## config.mk

```make
export PLATFORM = sky130hd
export DESIGN_NAME = lap_memory_ctrl_flat
export DESIGN_NICKNAME = d
export VERILOG_FILES = /design/src/rtl/lap_memory_ctrl_if.sv /design/src/rtl/lap_memory_ctrl.sv /design/src/flat_wrapper.sv
export SDC_FILE = /design/constraint.sdc
export NUM_CORES = 1
export LEC_CHECK = 0
export ABC_AREA = 1
export CORE_ASPECT_RATIO = 1.25
export CORE_MARGIN = 1
export CORE_UTILIZATION = 62
export DETAILED_ROUTE_END_ITERATION = 10
export PLACE_DENSITY = 0.85
export SETUP_SLACK_MARGIN = 0.05
export SLEW_MARGIN = 20
export SYNTH_ARGS = -nofsm -noshare
export SYNTH_HDL_FRONTEND = slang
export SYNTH_SLANG_ARGS = --single-unit
```

## constraint.sdc

```tcl
create_clock -name clock_i -period 14.5 [get_ports clock_i]
set_clock_uncertainty 0.05 [all_clocks]
set_input_delay 4.35 -clock clock_i [delete_from_list [all_inputs] [get_ports clock_i]]
set_output_delay 4.35 -clock clock_i [all_outputs]
set_load 0.1 [all_outputs]
```

## src/rtl/lap_memory_ctrl_if.sv

```systemverilog
// Bundles the lap controller's stopwatch-side signals.
//   master: drives buttons, timer status and live time; observes the display and lap status.
//   slave : the lap controller; consumes the inputs and drives the display and lap status.
//   Time fields: hour/minute/second are 6 bits, m_sec (centiseconds) is 7 bits.
interface lap_memory_ctrl_if #(
   parameter int unsigned ADDR_W = 3
);
   logic              lap;
   logic              clear;
   logic              run_timer;
   logic              reset_timer;
   logic [5:0]        hour;
   logic [5:0]        minute;
   logic [5:0]        second;
   logic [6:0]        m_sec;
   logic [5:0]        disp_hour;
   logic [5:0]        disp_minute;
   logic [5:0]        disp_second;
   logic [6:0]        disp_m_sec;
   logic [ADDR_W:0]   lap_count;
   logic [ADDR_W:0]   lap_index;
   logic              reg_busy;

   modport master (
      output lap, clear, run_timer, reset_timer, hour, minute, second, m_sec,
      input  disp_hour, disp_minute, disp_second, disp_m_sec, lap_count, lap_index, reg_busy
   );

   modport slave (
      input  lap, clear, run_timer, reset_timer, hour, minute, second, m_sec,
      output disp_hour, disp_minute, disp_second, disp_m_sec, lap_count, lap_index, reg_busy
   );
endinterface

```

## src/rtl/lap_memory_ctrl.sv

```systemverilog
// Stopwatch lap controller: captures the running time into a circular lap buffer, freezes a
// fresh capture on the display for HOLD_CYCLES, recalls stored laps newest-first, and sweeps the
// buffer to zero on clear.
//   clock_i : system clock
//   reset_i : asynchronous, active-high reset
//   bus_io  : slave side of lap_memory_ctrl_if (buttons, timer status, live time in;
//             display time, lap_count, lap_index, reg_busy out)
module lap_memory_ctrl #(
   parameter int unsigned DEPTH       = 8,
   parameter int unsigned ADDR_W      = 3,
   parameter int unsigned HOLD_CYCLES = 150000000
) (
   input logic              clock_i,
   input logic              reset_i,
   lap_memory_ctrl_if.slave bus_io
);
   localparam int unsigned        CNT_W     = (HOLD_CYCLES > 1) ? $clog2(HOLD_CYCLES) : 1;
   localparam logic [CNT_W-1:0]   HOLD_LOAD = CNT_W'(HOLD_CYCLES - 1);
   localparam logic [ADDR_W:0]    DEPTH_CNT = (ADDR_W + 1)'(DEPTH);
   localparam logic [ADDR_W-1:0]  LAST_ADDR = ADDR_W'(DEPTH - 1);

   typedef enum logic [1:0] {StLive, StFrozen, StRecall, StClearing} state_e;

   state_e              state_q, state_d;
   logic                lap_q, clear_q, run_q;
   logic [ADDR_W-1:0]   wr_ptr_q, wr_ptr_d;
   logic [ADDR_W-1:0]   rd_ptr_q, rd_ptr_d;
   logic [ADDR_W-1:0]   clr_ptr_q, clr_ptr_d;
   logic [ADDR_W:0]     count_q, count_d;
   logic [ADDR_W:0]     index_q, index_d;
   logic [CNT_W-1:0]    hold_q, hold_d;
   logic [24:0]         disp_q, disp_d;
   logic                busy_q, busy_d;
   logic [24:0]         mem_q [DEPTH];

   logic                mem_we;
   logic [ADDR_W-1:0]   mem_waddr;
   logic [24:0]         mem_wdata;
   logic [24:0]         live_time;
   logic                lap_p, clear_p, run_rise;

   assign live_time = {bus_io.hour, bus_io.minute, bus_io.second, bus_io.m_sec};
   assign lap_p     = bus_io.lap & ~lap_q;
   assign clear_p   = bus_io.clear & ~clear_q;
   assign run_rise  = bus_io.run_timer & ~run_q;

   always_comb begin
      state_d   = state_q;
      wr_ptr_d  = wr_ptr_q;
      rd_ptr_d  = rd_ptr_q;
      clr_ptr_d = clr_ptr_q;
      count_d   = count_q;
      index_d   = index_q;
      hold_d    = hold_q;
      disp_d    = disp_q;
      busy_d    = busy_q;
      mem_we    = 1'b0;
      mem_waddr = wr_ptr_q;
      mem_wdata = live_time;

      case (state_q)
         StClearing: begin
            // Buttons and timer requests are ignored until the sweep finishes.
            disp_d    = live_time;
            mem_we    = 1'b1;
            mem_waddr = clr_ptr_q;
            mem_wdata = '0;
            if (clr_ptr_q == LAST_ADDR) begin
               state_d  = StLive;
               busy_d   = 1'b0;
               wr_ptr_d = '0;
               count_d  = '0;
               index_d  = '0;
            end else begin
               clr_ptr_d = clr_ptr_q + 1'b1;
            end
         end
         default: begin
            if (clear_p) begin
               state_d   = StClearing;
               busy_d    = 1'b1;
               clr_ptr_d = '0;
               index_d   = '0;
               disp_d    = live_time;
            end else if (bus_io.reset_timer) begin
               state_d = StLive;
               index_d = '0;
               disp_d  = live_time;
            end else if (lap_p && state_q != StRecall) begin
               if (bus_io.run_timer) begin
                  // Capture; when full the write pointer lands on the oldest entry.
                  mem_we   = 1'b1;
                  wr_ptr_d = wr_ptr_q + 1'b1;
                  if (count_q != DEPTH_CNT) count_d = count_q + 1'b1;
                  disp_d   = live_time;
                  hold_d   = HOLD_LOAD;
                  index_d  = (ADDR_W + 1)'(1);
                  state_d  = StFrozen;
               end else if (count_q != '0) begin
                  rd_ptr_d = wr_ptr_q - 1'b1;
                  disp_d   = mem_q[rd_ptr_d];
                  index_d  = (ADDR_W + 1)'(1);
                  state_d  = StRecall;
               end else begin
                  disp_d = live_time;
               end
            end else if (lap_p) begin
               // Step to the next older lap, wrapping back to the newest after the oldest.
               if (index_q >= count_q) begin
                  rd_ptr_d = wr_ptr_q - 1'b1;
                  index_d  = (ADDR_W + 1)'(1);
               end else begin
                  rd_ptr_d = rd_ptr_q - 1'b1;
                  index_d  = index_q + 1'b1;
               end
               disp_d = mem_q[rd_ptr_d];
            end else if (state_q == StFrozen) begin
               if (hold_q == '0) begin
                  state_d = StLive;
                  index_d = '0;
                  disp_d  = live_time;
               end else begin
                  hold_d = hold_q - 1'b1;
               end
            end else if (state_q == StRecall) begin
               if (run_rise) begin
                  state_d = StLive;
                  index_d = '0;
                  disp_d  = live_time;
               end
            end else begin
               disp_d = live_time;
            end
         end
      endcase
   end

   always_ff @(posedge clock_i or posedge reset_i) begin
      if (reset_i) begin
         state_q   <= StLive;
         lap_q     <= 1'b0;
         clear_q   <= 1'b0;
         run_q     <= 1'b0;
         wr_ptr_q  <= '0;
         rd_ptr_q  <= '0;
         clr_ptr_q <= '0;
         count_q   <= '0;
         index_q   <= '0;
         hold_q    <= '0;
         disp_q    <= '0;
         busy_q    <= 1'b0;
      end else begin
         state_q   <= state_d;
         lap_q     <= bus_io.lap;
         clear_q   <= bus_io.clear;
         run_q     <= bus_io.run_timer;
         wr_ptr_q  <= wr_ptr_d;
         rd_ptr_q  <= rd_ptr_d;
         clr_ptr_q <= clr_ptr_d;
         count_q   <= count_d;
         index_q   <= index_d;
         hold_q    <= hold_d;
         disp_q    <= disp_d;
         busy_q    <= busy_d;
      end
   end

   always_ff @(posedge clock_i or posedge reset_i) begin
      if (reset_i) begin
         for (int unsigned i = 0; i < DEPTH; i++) mem_q[i] <= '0;
      end else if (mem_we) begin
         mem_q[mem_waddr] <= mem_wdata;
      end
   end

   assign bus_io.disp_hour   = disp_q[24:19];
   assign bus_io.disp_minute = disp_q[18:13];
   assign bus_io.disp_second = disp_q[12:7];
   assign bus_io.disp_m_sec  = disp_q[6:0];
   assign bus_io.lap_count   = count_q;
   assign bus_io.lap_index   = index_q;
   assign bus_io.reg_busy    = busy_q;
endmodule

```

## src/flat_wrapper.sv

```systemverilog
// flat-port wrapper written by rule: the top's interface ports become plain ports
module lap_memory_ctrl_flat 
#(
   parameter int unsigned DEPTH       = 8,
   parameter int unsigned ADDR_W      = 3,
   parameter int unsigned HOLD_CYCLES = 150000000
)
  (clock_i, reset_i, bus_io_lap, bus_io_clear, bus_io_run_timer, bus_io_reset_timer, bus_io_hour, bus_io_minute, bus_io_second, bus_io_m_sec, bus_io_disp_hour, bus_io_disp_minute, bus_io_disp_second, bus_io_disp_m_sec, bus_io_lap_count, bus_io_lap_index, bus_io_reg_busy);
  lap_memory_ctrl_if #(.ADDR_W(ADDR_W)) bus_io_i ();
  input logic clock_i;
  input logic reset_i;
  input wire logic [$bits(bus_io_i.lap)-1:0] bus_io_lap;
  input wire logic [$bits(bus_io_i.clear)-1:0] bus_io_clear;
  input wire logic [$bits(bus_io_i.run_timer)-1:0] bus_io_run_timer;
  input wire logic [$bits(bus_io_i.reset_timer)-1:0] bus_io_reset_timer;
  input wire logic [$bits(bus_io_i.hour)-1:0] bus_io_hour;
  input wire logic [$bits(bus_io_i.minute)-1:0] bus_io_minute;
  input wire logic [$bits(bus_io_i.second)-1:0] bus_io_second;
  input wire logic [$bits(bus_io_i.m_sec)-1:0] bus_io_m_sec;
  output wire logic [$bits(bus_io_i.disp_hour)-1:0] bus_io_disp_hour;
  output wire logic [$bits(bus_io_i.disp_minute)-1:0] bus_io_disp_minute;
  output wire logic [$bits(bus_io_i.disp_second)-1:0] bus_io_disp_second;
  output wire logic [$bits(bus_io_i.disp_m_sec)-1:0] bus_io_disp_m_sec;
  output wire logic [$bits(bus_io_i.lap_count)-1:0] bus_io_lap_count;
  output wire logic [$bits(bus_io_i.lap_index)-1:0] bus_io_lap_index;
  output wire logic [$bits(bus_io_i.reg_busy)-1:0] bus_io_reg_busy;
  assign bus_io_i.lap = bus_io_lap;
  assign bus_io_i.clear = bus_io_clear;
  assign bus_io_i.run_timer = bus_io_run_timer;
  assign bus_io_i.reset_timer = bus_io_reset_timer;
  assign bus_io_i.hour = bus_io_hour;
  assign bus_io_i.minute = bus_io_minute;
  assign bus_io_i.second = bus_io_second;
  assign bus_io_i.m_sec = bus_io_m_sec;
  assign bus_io_disp_hour = bus_io_i.disp_hour;
  assign bus_io_disp_minute = bus_io_i.disp_minute;
  assign bus_io_disp_second = bus_io_i.disp_second;
  assign bus_io_disp_m_sec = bus_io_i.disp_m_sec;
  assign bus_io_lap_count = bus_io_i.lap_count;
  assign bus_io_lap_index = bus_io_i.lap_index;
  assign bus_io_reg_busy = bus_io_i.reg_busy;
  lap_memory_ctrl #(.DEPTH(DEPTH), .ADDR_W(ADDR_W), .HOLD_CYCLES(HOLD_CYCLES)) u_core (.clock_i(clock_i), .reset_i(reset_i), .bus_io(bus_io_i));
endmodule
```

==> summary.md <==
| Metric | Value |
|---|---|
| Initial antenna violation count | `1` |
| Placer Congestion | `0.942` |
| Fraction of layout cells with a size suffix above 1 | `5.01%` |
| Top_reg_cell synth | `dfrtp_1` |
| # setup viols final | `0` |
| First-pass GRT wire length | `81,400 um` |
| Clk slew on worst S/H paths | `0.06 ns` |
| Final min period | `6.84 ns` |
| DR DRC count | `0` |
| Via/cell ratio | `6.23` |
| Die Y | `185 um` |
| Final Hold Viols | `0` |
| CP max FO | `53` |
| Clk root buf | `clkbuf_16` |
| Pin count of the biggest net entering global routing | `137` |
| All-Layer GR Usage | `37.6%` |
| Syn nets | `2,413` |
| Slew @ Worst Pin | `1.11 ns` |
| Vias | `16,765` |
| Seq cells post-synth | `276` |
| Synth cell types | `41` |
| Req. time, crit path | `14.88 ns` |
| Clock tree buffer depth | `3` |
| CTS Buf Count | `29` |
| WL/cell | `18.6 um` |
| Setup_tns | `0 ns` |
| H-tree Lvls | `1` |
| Critical Path End Type | `register` |
| Max-Cap Viols | `0` |
| Initial core utilization | `63.3%` |
| EDFF count, synth | `0` |
| Outcome | `completed` |
| IO Port Bufs | `64` |
| CTS tree | `yes` |
| Max-slew headroom | `26.0%` |
| Hold Path Cell Cnt | `2` |
| Peak Freq | `0.146 GHz` |
| Warnings, synthesis | `0` |
| HPWL after DPL | `27,600 um` |
| Die area | `27,300 um^2` |
| RSZ-0062 raised after global routing | `false` |
| Fin Hold WS | `0.433 ns` |
| Period utilization | `47.2%` |
| Fillers | `2,156` |
| Crit path DAT | `7.22 ns` |
| Core Area | `26,100 um^2` |
| IO Count | `65` |
| Die W | `148 um` |
| Synth-to-Final Area Change | `9.45%` |
| Crit path kind | `input port to register` |
| Row count | `66` |
| Seq/Total Area, Yosys | `41.8%` |
| Post-cts sizing count | `0` |
| # hold bufs at CTS | `0` |
| Reg2reg path depth | `14` |
| Post-CTS Setup Inserts | `0` |
| # nets final | `2,383` |
| Average size of a mapped cell | `6.99 um^2` |
| First DRT Iteration DRCs | `2,143` |
| Vias in the first global route | `16,020` |
| Final ANT Viol Nets | `0` |
| Netlist Area Pre-Place | `16,500 um^2` |
| Fin. max-slew vios | `0` |
| GRT overflow | `0` |
| DR pass1 iterations | `9` |
| Asr flop ratio synth | `100%` |
| Worst setup SP type | `input port` |
| Class of the worst hold path | `register to register` |
| Final WL | `50,100 um` |
| Synthesized instance count | `2,364` |
| Ant diodes | `0` |
| Clock Sinks | `276` |
| Clock Latency Late Sink | `0.57 ns` |
-- area by class of cell --
| class | instances | area, um^2 | area share [%] |
|---|---|---|---|
| clock buffers | 38 | 800 | 4.42 |
| multi-input cells | 1694 | 8070 | 44.6 |
| clock inverters | 12 | 116 | 0.643 |
| well taps | 340 | 425 | 2.35 |
| inverters | 242 | 916 | 5.06 |
| repair buffers | 91 | 843 | 4.66 |
| flip-flops and latches | 276 | 6910 | 38.2 |
-- cells in the mapped netlist, types with 2 or more instances --
master	instances	share of area (%)
buf_1	6	0.14
nand2_1	642	15
nor4_1	3	0.11
clkinv_1	3	0.068
xor2_1	17	0.90
o31ai_1	6	0.27
ha_1	18	1.4
o21ai_0	278	8.4
nand4_1	16	0.61
nor2_2	7	0.27
buf_4	3	0.14
nor3_2	2	0.12
a21oi_1	112	3.4
a21oi_2	2	0.11
o211ai_1	25	1.1
buf_6	2	0.14
nor3_1	6	0.18
buf_2	49	1.5
o21ai_1	39	1.2
nor2_1	113	2.6
inv_1	229	5.2
inv_2	10	0.23
nand3_1	352	11
dfrtp_1	276	42
clkbuf_1	92	2.1
nor2_4	5	0.34
nand3b_1	30	1.4
nand2_2	8	0.30
-- path summary, 6_finish.rpt --
kind,slack (ns),endpoint,from
worst max-delay path,7.66,u_core.hold_q[8],bus_io_reset_timer
worst min-delay path,0.43,u_core.disp_q[6],u_core.disp_q[6]
worst max register to register,9.34,u_core.disp_q[22],u_core.wr_ptr_q[0]
worst min register to register,0.43,u_core.disp_q[6],u_core.disp_q[6]
max in group asynchronous,8.53,u_core.mem_q[74],reset_i
min in group asynchronous,4.37,u_core.state_q[0],reset_i
-- cell families after synthesis --
family,Yosys count,synth area share (%)
and+or+nand+nor,1186,31.3
AOI/OAI and AO/OA,471,15.0
buffers and inverters,394,9.48
DFF,276,41.8
xor gates and xnor gates,19,1.05
adders and majority gates,18,1.36
-- layout by cell type (no fill, tap or decap), types with 6 or more instances in the layout --
| cell | count |
|---|---|
| nand2_1 | 640 |
| nand3_1 | 352 |
| o21ai_0 | 278 |
| dfrtp_1 | 275 |
| inv_1 | 228 |
| nor2_1 | 113 |
| a21oi_1 | 112 |
| clkdlybuf4s50_1 | 64 |
| o21ai_1 | 39 |
| nand3b_1 | 30 |
| clkbuf_16 | 29 |
| buf_4 | 27 |
| o211ai_1 | 25 |
| xor2_1 | 17 |
| ha_1 | 17 |
| nand4_1 | 16 |
| inv_2 | 11 |
| nand2_2 | 10 |
| clkinv_2 | 8 |
| nor2_2 | 7 |
| nor3_1 | 6 |
| o31ai_1 | 6 |
-- worst max-delay path: stages --
cell and delay (ns):
clkdlybuf4s50_1 0.43, inv_1 0.08, nand2_2 0.11, nor2_4 0.16, buf_4 0.57, nand3_2 0.17, nor2_2 0.15, a21boi_4 0.47
nand2_2 0.18, inv_2 0.09, nand2_1 0.11, a21oi_1 0.19, o21ai_1 0.11
-- flip-flops by register name, summed over array words and instances, names as in the netlist, 2 cells and up --
name                     cells
u_core.mem_q               200
u_core.hold_q               28
u_core.disp_q               25
u_core.bus_io.lap_count      4
u_core.bus_io.lap_index      4
u_core.clr_ptr_q             3
u_core.rd_ptr_q              3
u_core.wr_ptr_q              3
u_core.state_q               2
-- metal layers --
layer / wire (um) / track usage (%) / vias to the layer above
met5: 0 / 0 / -
met4: 2670 / 20.9 / 0
met3: 5370 / 6.51 / 244
met2: 23200 / 61.6 / 1077
met1: 18900 / 47.2 / 7761
li1: - / - / 7683
-- per-stage QoR --
step | utilization, % | worst slack [ns] | std cells | instance area [um^2]
global placement | 65.8 | 7.40 | 2643 | 17200
finish | 69.3 | 7.66 | 2693 | 18100
global route | 69.3 | 7.54 | 2693 | 18100
floorplan | - | 2.49 | 2364 | 16500
CTS | 69.3 | 7.81 | 2693 | 18100
detailed placement | 65.8 | 7.30 | 2643 | 17200
Power is left out: the tool's default activity adds up to more than one toggle a clock period on the data nets, which glitch-free logic cannot reach.
